**src/rtl/alu_result_stage.sv**
```systemverilog
// alu_result_stage: flag generation and 2-entry in-order result FIFO behind the ALU result mux.
// Define ALU_RES_STATS_EN to add saturating pop counters res_count and zero_count.
module alu_result_stage #(
    parameter int W = 64,
    parameter int DEPTH = 2
) (
`ifdef ALU_RES_STATS_EN
    output logic [15:0]  res_count,
    output logic [15:0]  zero_count,
`endif
    input  logic         clk,
    input  logic         rst_n,
    input  logic         in_valid,
    output logic         in_ready,
    input  logic [W-1:0] in_data,
    input  logic [2:0]   in_sel,
    input  logic         in_carry,
    input  logic         in_ovf,
    output logic         out_valid,
    input  logic         out_ready,
    output logic [W-1:0] out_data,
    output logic [2:0]   out_op,
    output logic [3:0]   out_flags
);
    localparam int CW = $clog2(DEPTH + 1);
    logic [W-1:0] mem_data [DEPTH];
    logic [2:0]   mem_op   [DEPTH];
    logic [3:0]   mem_flags[DEPTH];
    logic [CW-1:0] count;
    logic wptr, rptr, push, pop, arith;
    logic [3:0] flags;
    // Carry and overflow only mean something for add (0) and sub (1).
    always_comb begin
        arith = in_sel[2:1] == 2'b00;
        flags = {in_data == '0, in_data[W-1], arith & in_carry, arith & in_ovf};
        in_ready = count < CW'(DEPTH);
        out_valid = count != '0;
        push = in_valid && in_ready;
        pop = out_valid && out_ready;
        out_data = mem_data[rptr];
        out_op = mem_op[rptr];
        out_flags = mem_flags[rptr];
    end
    always_ff @(posedge clk or negedge rst_n) begin
        if (!rst_n) begin
            count <= '0;
            wptr <= 1'b0;
            rptr <= 1'b0;
            for (int i = 0; i < DEPTH; i++) begin
                mem_data[i] <= '0;
                mem_op[i] <= '0;
                mem_flags[i] <= '0;
            end
        end else begin
            if (push) begin
                mem_data[wptr] <= in_data;
                mem_op[wptr] <= in_sel;
                mem_flags[wptr] <= flags;
                wptr <= ~wptr;
            end
            if (pop) rptr <= ~rptr;
            count <= count + CW'(push) - CW'(pop);
        end
    end
`ifdef ALU_RES_STATS_EN
    always_ff @(posedge clk or negedge rst_n) begin
        if (!rst_n) begin
            res_count <= '0;
            zero_count <= '0;
        end else begin
            if (pop && res_count != 16'hFFFF) res_count <= res_count + 16'd1;
            if (pop && out_flags[3] && zero_count != 16'hFFFF) zero_count <= zero_count + 16'd1;
        end
    end
`endif
endmodule

```
**config.mk**
```make
export PLATFORM = sky130hd
export DESIGN_NAME = alu_result_stage
export DESIGN_NICKNAME = d
export VERILOG_FILES = /design/src/rtl/alu_result_stage.sv
export SDC_FILE = /design/constraint.sdc
export NUM_CORES = 1
export LEC_CHECK = 0
export BUFFER_PORTS_ARGS = -buffer_cell sky130_fd_sc_hd__buf_2
export CORE_ASPECT_RATIO = 1.25
export CORE_MARGIN = 10
export CORE_UTILIZATION = 51
export CTS_BUF_LIST = sky130_fd_sc_hd__clkbuf_4 sky130_fd_sc_hd__clkbuf_8
export CTS_CLUSTER_DIAMETER = 50
export DETAILED_ROUTE_END_ITERATION = 16
export GPL_TIMING_DRIVEN = 0
export PLACE_DENSITY = 0.79
export SKIP_LAST_GASP = 1
export SLEW_MARGIN = 5
export SYNTH_ARGS = -nofsm -noshare
export SYNTH_HDL_FRONTEND = slang
export SYNTH_SLANG_ARGS = --single-unit
```
**constraint.sdc**
```tcl
create_clock -name clk -period 1.53 [get_ports clk]
set_input_delay 0.306 -clock clk [delete_from_list [all_inputs] [get_ports clk]]
set_output_delay 0.306 -clock clk [all_outputs]
set_load 0.03 [all_outputs]
```
== Word level (Yosys, flattened, before mapping) ==
Cells that the tools add are included.
Word-level totals
  register bits after elaboration: 146
  bits of input ports: 73
  logic and storage cells: 45
  output and inout port bits: 73
Operators by class
  mux-type cells: 18
  reduce and logical (&&, ||, !) cells: 6
  magnitude comparators: 4
  $add $sub $neg: 2
  bitwise operators: 6
Operators with widths (number)
  $mux 64: 4
  $bwmux 128: 1
  $demux 64 s1: 1
  $logic_not 64->1: 1
  $mux 4: 4
  $mux 3: 4
  $bwmux 8: 1
  $bwmux 6: 1
  $demux 4 s1: 1
  $ge 2x2->1 const B: 2
  $not 1->2: 2
  $demux 3 s1: 1
  $logic_and 1x1->1: 3
  $add 2x1->2: 1
  $and 1x1->1: 2
  $logic_not 2->1: 1
  $lt 2x1->1 const B: 1
  $lt 2x2->1 const B: 1
  $not 1->1: 2
  $reduce_bool 2->1: 1
  $sub 2x1->2: 1

== Logic depth before layout (Yosys ltp) ==
Gate-level depths: netlist of run 1.
  depth after elaboration: 6
  depth in mapped cells: 7
  depth with buffers taken out: 7

== Worst setup path after synthesis of run 1 ==
No wires, ideal clock.
  kind: flip-flop to flip-flop
  from: reg count[1]
  to: reg count[1]
  path buffers: 0
  stages on the path, launching flop included: 8
  arrival time: 1.697 ns
  path slack: -0.290 ns
  setup time: 0.123 ns
  path through: dfrtp_1 > or2_2 > and2_1 > ha_1 > inv_1 > ha_1 > xnor2_1 > xnor2_1
Between the ends
  elaborated cells on any way between the ends: 6
  those cells by class: add/sub (2); order compare (1); reduce/logical (3)
RTL lines
  start: declaration: RTL line 29  | logic [CW-1:0] count;
  start signal: assignment: RTL line 62  | count <= count + CW'(push) - CW'(pop);
  $reduce_bool 2->1: RTL line 37  | out_valid = count != '0;
  net out_valid: RTL line 19  | output logic out_valid,
  $logic_and 1x1->1: RTL line 39  | pop = out_valid && out_ready;
  net pop: RTL line 30  | logic wptr, rptr, push, pop, arith;
  $sub 2x1->2: RTL line 62
The timed path passes the listed nets, and every way through them passes these cells.
A chain may end at the register's enable or synchronous reset.

== Worst setup path after layout of run 1 ==
  from: reg rptr
  to: out out_flags[1]
Between the ends
  longest elaborated chain between the ends: 4
Ends and longest elaborated chain
  start: declaration: RTL line 30
  start signal: assignment: RTL line 61  | if (pop) rptr <= ~rptr;
  $not 1->2 (not written as such): RTL line 42  | out_flags = mem_flags[rptr];
  $mux 4 (not written as such) (3 in a row): RTL line 42
  end: declaration: RTL line 23  | output logic [3:0] out_flags
No other way between the ends. The select of a mux whose other input is x is not followed.

==> out/summary.txt, run 1 <==
Status = finished, violations left
Failing checks = setup timing
XOR/XNOR Fraction of Synth Area = 0.4103%
Yosys top cell area share = 56.27%
Final std cells w/o fill = 918
Via density = 5.209
Post-Syn Area = 6404 um^2
FP Rows = 45
Most used flip-flop cell after synthesis = dfrtp_1
Main combinational cell family by area after synthesis = multiplexers
Vias post-DR = 4782
Diode count = 0
Total CTS buffers = 17
Global route overflow = 0
Cells after DPL = 872
Post-synthesis compound-gate area fraction = 0.3126%
Peak VDD IR = 1474 uV
Adder-cell share of the synthesized area = 0.3908%
Pin count of the biggest net entering global routing = 81
Leak = 4.121 nW
Worst Path Arrival = 1.69 ns
CTS tree = yes
DR iter-0 viols = 214
Simple-Gate Fraction of Synth Area = 15.22%
Seq pwr share = 31.8%
Final Cycle Share = 130.4%
Initial antenna violation count = 1
Setup WS post-layout = -0.4657 ns
Clock share of power = 14.9%
Vias in the first global route = 5213
Cell Pwr Density = 2520 nW/um^2
First-pass GRT wire length = 27.11 mm
Leading area contributor after synthesis = dfrtp_1
Yosys reg bits = 144
Async SR Flop Fraction = 100.0%
Crit Path Max Fanout = 8
Io pins = 146
Crit start category = register
Slew Limit Fails = 0
Syn Inst Count = 562
Hold Crit Class = in -> reg
Setup Viol. Count Final = 74
Kind of end point of the critical path = output pin
DRC viols = 0
Top post-synthesis cells by area = dfrtp_1 56%, mux2_2 23%, nand2_1 12%
CTS root buf = clkbuf_8
1st-pass router iterations = 4
Final WL = 16.97 mm
Final net count = 816
Post-synth net total = 637
Mux cell area share after synthesis = 24.44%
Max Cap Viol = 0
RSZ-0062 raised after global routing = true
Synth unique cells = 23
Max Clk Rate = 0.5011 GHz
Net Sw Frac = 42.05%
Worst Setup Path Type = reg -> out
Yosys warns = 0
Internal power = 0.01195 W
Skew-Pair Late Insertion Delay = 0.44 ns
IO buf count = 145
Slew margin rel. = 59.81%
GPL Wtd Cong = 0.8096
Routed len/inst = 18.49 um
Pre-CTS setup slack = -0.2452 ns
Least-Margin Pin Slew = 0.6029 ns
Die width = 120.2 um
Fillers = 930
Total GRT Usage = 19.25%
H-tree depth = 4
Final Hold Fails = 0
Logic pwr share = 53.3%
Commonest non-fill, non-tap cell in the layout = nand2_1
DRT antenna net count = 0
P&R area growth vs syn = 27.78%
Seq/Total Area, Yosys = 56.27%
Post-DP HPWL = 12.28 mm
Final hold slack = 0.09104 ns
Area of the core = 12220 um^2
Count of flip-flops with a built-in enable after synthesis = 0
Worst EP required = 1.22 ns
Die Ht = 145.3 um
Clk pin slew, worst setup/hold paths = 0.08 ns
Initial Util = 52.41%
Mean post-synth cell area = 11.39 um^2
Clk sinks = 144
Worst-case clock skew = 0.01721 ns
Commonest non-fill, non-tap cells in the layout = 209 x nand2_1, 144 x dfrtp_1, 131 x buf_2
Die area = 17470 um^2
CTS max path bufs = 2
Share of layout cells above drive strength 1 = 48.14%
P_sw = 0.008670 W
Min cycle time layout = 1.996 ns
what timing repair did:
action / 4_1_cts / 5_1_grt
pin swaps: 3 / 1
hold endpoints to repair: 64 / 0
setup endpoints to repair: 118 / 119
setup buffers: 8 / 4
hold buffers: 1 / 0
resized for setup: 36 / 45
cloned: 0 / 1
logic make-up after synthesis:
| kind of cell | count (synthesis) |
|---|---|
| AND/OR/NAND/NOR | 237 |
| flip-flops | 144 |
| multiplexers | 139 |
| buffers and inverters | 33 |
| AO/OA/AOI/OAI | 4 |
| XOR/XNOR | 3 |
| adder cells (fa/ha/maj) | 2 |
power groups by stage:
| stage | Sequential, W | Clock [W] | Combinational [W] |
|---|---|---|---|
| 6_report | 0.00657 | 0.00307 | 0.0110 |
| 5_1_grt | 0.00678 | 0.00331 | 0.0118 |
| 3_5_place_dp | 0.00662 | 0 | 0.00996 |
| 3_3_place_gp | 0.00644 | 0 | 0.00975 |
| 4_1_cts | 0.00655 | 0.00313 | 0.0107 |
| 2_1_floorplan | 0.00630 | 0 | 0.00747 |
cell type report:
cell class | count | area (um^2) | area share [%]
Sequential cell | 144 | 3603 | 44.04
Multi-Input combinational cell | 386 | 2686 | 32.83
Timing Repair Buffer | 159 | 983.4 | 12.02
Buffer | 31 | 284.0 | 3.471
Clock buffer | 19 | 261.5 | 3.196
Tap cell | 164 | 205.2 | 2.508
Clock inverter | 13 | 148.9 | 1.820
Inverter | 2 | 10.01 | 0.1223
worst paths after layout:
check | start | endpoint | slack, ns | depth (start not counted)
max | rptr | out_flags[1] | -0.47 | 5
min | in_data[28] | mem_data[92] | 0.09 | 3
max reg2reg | count[0] | count[1] | -0.11 | 7
min reg2reg | mem_data[75] | mem_data[75] | 0.47 | 2
max in group asynchronous | rst_n | mem_data[48] | 0.31 | 3
min in group asynchronous | rst_n | mem_data[13] | 0.42 | 2
through the flow:
step	area [um^2]	utilization, %	setup TNS [ns]	total power, W
floorplan	6439	-	-0.1121	0.01378
global placement	7370	60.32	-253.20	0.01619
detailed placement	7403	60.59	-13.43	0.01658
CTS	8028	65.70	-34.17	0.02034
global route	8183	66.97	-35.06	0.02186
finish	8183	66.97	-30.42	0.02062
flip-flops by register name (all words and copies together), names as in the netlist:
name	cells
mem_flags	8
wptr	1
rptr	1
mem_op	6
mem_data	126
count	2
synthesized netlist by cell type, types with 2 or more instances:
master,n
ha_1,2
buf_4,10
mux2_2,130
mux2_1,9
nand2_1,209
nor4_1,16
xnor2_1,2
nand4_1,4
o21ai_0,4
clkbuf_1,4
dfrtp_1,144
buf_2,16
inv_1,2
metal layers:
| layer | vias up | global-route usage (%) | part of all wire, % |
|---|---|---|---|
| met1 | 2382 | 22.61 | 41 |
| met4 | 2 | 5.623 | 1.2 |
| li1 | 2243 | - | - |
| met5 | - | 0 | 0.041 |
| met3 | 19 | 6.395 | 7.2 |
| met2 | 136 | 32.57 | 50 |
critical path, cell delays in order, from the launching register on:
cell and delay, ns:
dfrtp_1 0.39, buf_8 0.16, buf_12 0.14, buf_12 0.12
mux2_4 0.31, buf_6 0.14
Power figures use the tool's default switching activity.
==> inputs of run 2 (changes only) <==
--- a/config.mk
+++ b/config.mk
@@ -13,6 +13,7 @@
 export CTS_CLUSTER_DIAMETER = 50
 export DETAILED_ROUTE_END_ITERATION = 16
 export GPL_TIMING_DRIVEN = 0
+export HOLD_SLACK_MARGIN = 0.15
 export PLACE_DENSITY = 0.79
 export SKIP_LAST_GASP = 1
 export SLEW_MARGIN = 5
==> run 2 against run 1 <==
  * Design area grew 9.3%
  * Final cell count grew 6.5%
  * Clock skew shrank 0.0035 ns
  * Largest cell class unchanged
  * First-iteration DRC count grew 28%
  * Fmax is essentially flat
  * Non-clock buffer count grew 60
  * The run still ends with setup timing left
==> out/summary.txt, run 2 (synthesis gave the netlist of run 1 again) <==
Initial Util = 52.41% (unchanged)
Routed len/inst = 18.81 um (+1.7%)
CTS root buf = clkbuf_8
Max Clk Rate = 0.5014 GHz (about the same)
DRC viols = 0 (unchanged)
Final Hold Fails = 0 (unchanged)
Hold Crit Class = in -> reg
GPL Wtd Cong = 0.8096 (unchanged)
CTS max path bufs = 2 (unchanged)
Crit Path Max Fanout = 8 (unchanged)
Worst-case clock skew = 0.01371 ns (-0.003502 ns)
Routed met1 length = 7.322 mm (+4.6%)
Via density = 5.225 (+0.30%)
Clk pin slew, worst setup/hold paths = 0.09 ns (about the same)
Biggest regs = mem_data x126, mem_flags x8, mem_op x6
Area of the core = 12220 um^2 (unchanged)
Least-Margin Pin Slew = 0.6060 ns (+0.003187 ns)
Met2 wire length = 9.397 mm (+10%)
Cell Pwr Density = 2339 nW/um^2 (-7.2%)
Diode count = 0 (unchanged)
Post-DP HPWL = 12.28 mm (unchanged)
FP Rows = 45 (unchanged)
Slew Limit Fails = 0 (unchanged)
Slew margin rel. = 59.22% (-0.59 points)
Final Cycle Share = 130.4% (about the same)
Setup WS post-layout = -0.4646 ns (+0.001043 ns)
CTS tree = yes
DR iter-0 viols = 273 (+28%)
Commonest non-fill, non-tap cells in the layout = 209 x nand2_1, 144 x dfrtp_1, 127 x mux2_2
Share of layout cells above drive strength 1 = 44.35% (-3.8 points)
Global route overflow = 0 (unchanged)
Die area = 17470 um^2 (unchanged)
Peak VDD IR = 1649 uV (+12%)
Worst Setup Path Type = reg -> out
Max Cap Viol = 0 (unchanged)
Leak = 4.456 nW (+8.1%)
Initial antenna violation count = 0 (-1)
Setup Viol. Count Final = 74 (unchanged)
Largest reg by FF count = mem_data
Failing checks = setup timing
Vias in the first global route = 5615 (+7.7%)
Die width = 120.2 um (unchanged)
Status = finished, violations left
Top Layer Used = met4
Final core occ = 73.17% (+6.2 points)
Met3 wire length = 1.243 mm (+2.2%)
Commonest non-fill, non-tap cell in the layout = nand2_1
First-pass GRT wire length = 29.41 mm (+8.5%)
Total CTS buffers = 17 (unchanged)
Min cycle time layout = 1.995 ns (-0.001043 ns)
1st-pass router iterations = 4 (unchanged)
Clk sinks = 144 (unchanged)
RSZ-0062 raised after global routing = true
Skew-Pair Late Insertion Delay = 0.44 ns (about the same)
Worst Path Arrival = 1.69 ns (about the same)
Fillers = 833 (-10%)
Vias post-DR = 5110 (+6.9%)
Final net count = 876 (+7.4%)
Final hold slack = 0.1838 ns (+0.09274 ns)
Worst EP required = 1.22 ns (about the same)
Final WL = 18.39 mm (+8.4%)
Pin count of the biggest net entering global routing = 81 (unchanged)
Reg2reg setup slack = -0.10 ns (about the same)
IO buf count = 145 (unchanged)
H-tree depth = 4 (unchanged)
P&R area growth vs syn = 39.61%
Die Ht = 145.3 um (unchanged)
Total GRT Usage = 20.92% (+1.7 points)
Io pins = 146 (unchanged)
Crit start category = register
Kind of end point of the critical path = output pin
DRT antenna net count = 0 (unchanged)
Largest register FFs = 126 (unchanged)
[run 2: layout make-up]
class | count | area, um^2 | share of cell area, %
clock buffers | 19 | 261.5 | 2.925
multi-input cells | 386 | 2756 | 30.83
well taps | 164 | 205.2 | 2.295
plain buffers | 31 | 304.0 | 3.401
repair buffers | 219 | 1650 | 18.46
flip-flops and latches | 144 | 3603 | 40.31
inverters | 2 | 10.01 | 0.1120
clock inverters | 13 | 148.9 | 1.666
[run 2: report_power, final]
| group | switching, W | internal (W) |
|---|---|---|
| Combinational | 0.00634 | 0.00489 |
| Sequential | 0.000947 | 0.00565 |
| Clock | 0.00152 | 0.00156 |
| Total | 0.00881 | 0.0121 |
[run 2: metrics by stage]
stage | TNS, ns | power [W] | instances | setup WS, ns | cell area, um^2
floorplan | -0.1121 | 0.01378 | 562 | -0.1121 | 6439
global placement | -253.20 | 0.01619 | 871 | -1.681 | 7370
detailed placement | -13.43 | 0.01658 | 872 | -0.2452 | 7403
CTS | -34.17 | 0.02047 | 983 | -0.5086 | 8728
global route | -34.79 | 0.02211 | 978 | -0.5181 | 8940
finish | -30.21 | 0.02091 | 978 | -0.4646 | 8940
[run 2: metal layers]
metal / global-route usage [%] / up-vias
li1: - / 2360
met1: 24.01 / 2547
met2: 35.92 / 168
met3: 6.357 / 35
met4: 7.255 / 0
met5: 0 / -
[run 2: worst paths after layout]
path                                  to  cells after the start           from
setup / recovery            out_flags[1]                      5           rptr
hold / removal              mem_data[27]                      2    in_data[27]
setup reg to reg                count[1]                      7       count[1]
hold reg to reg            mem_data[102]                      2  mem_data[102]
max in group asynchronous   mem_flags[7]                      3          rst_n
min in group asynchronous   mem_data[13]                      2          rst_n
[run 2: worst max-delay path, stage by stage (launching register included)]
cell and delay (ns):
dfrtp_1 0.38, buf_12 0.16, buf_12 0.14, buf_12 0.10
mux2_2 0.34, buf_6 0.14
[run 2: timing repair]
item                       in CTS  in global routing
resized for setup              36                 67
hold buffers                   71                  0
cloned                          0                  1
hold endpoints to repair      196                  0
setup endpoints to repair     118                122
setup buffers                   8                  3
pin swaps                       3                  8
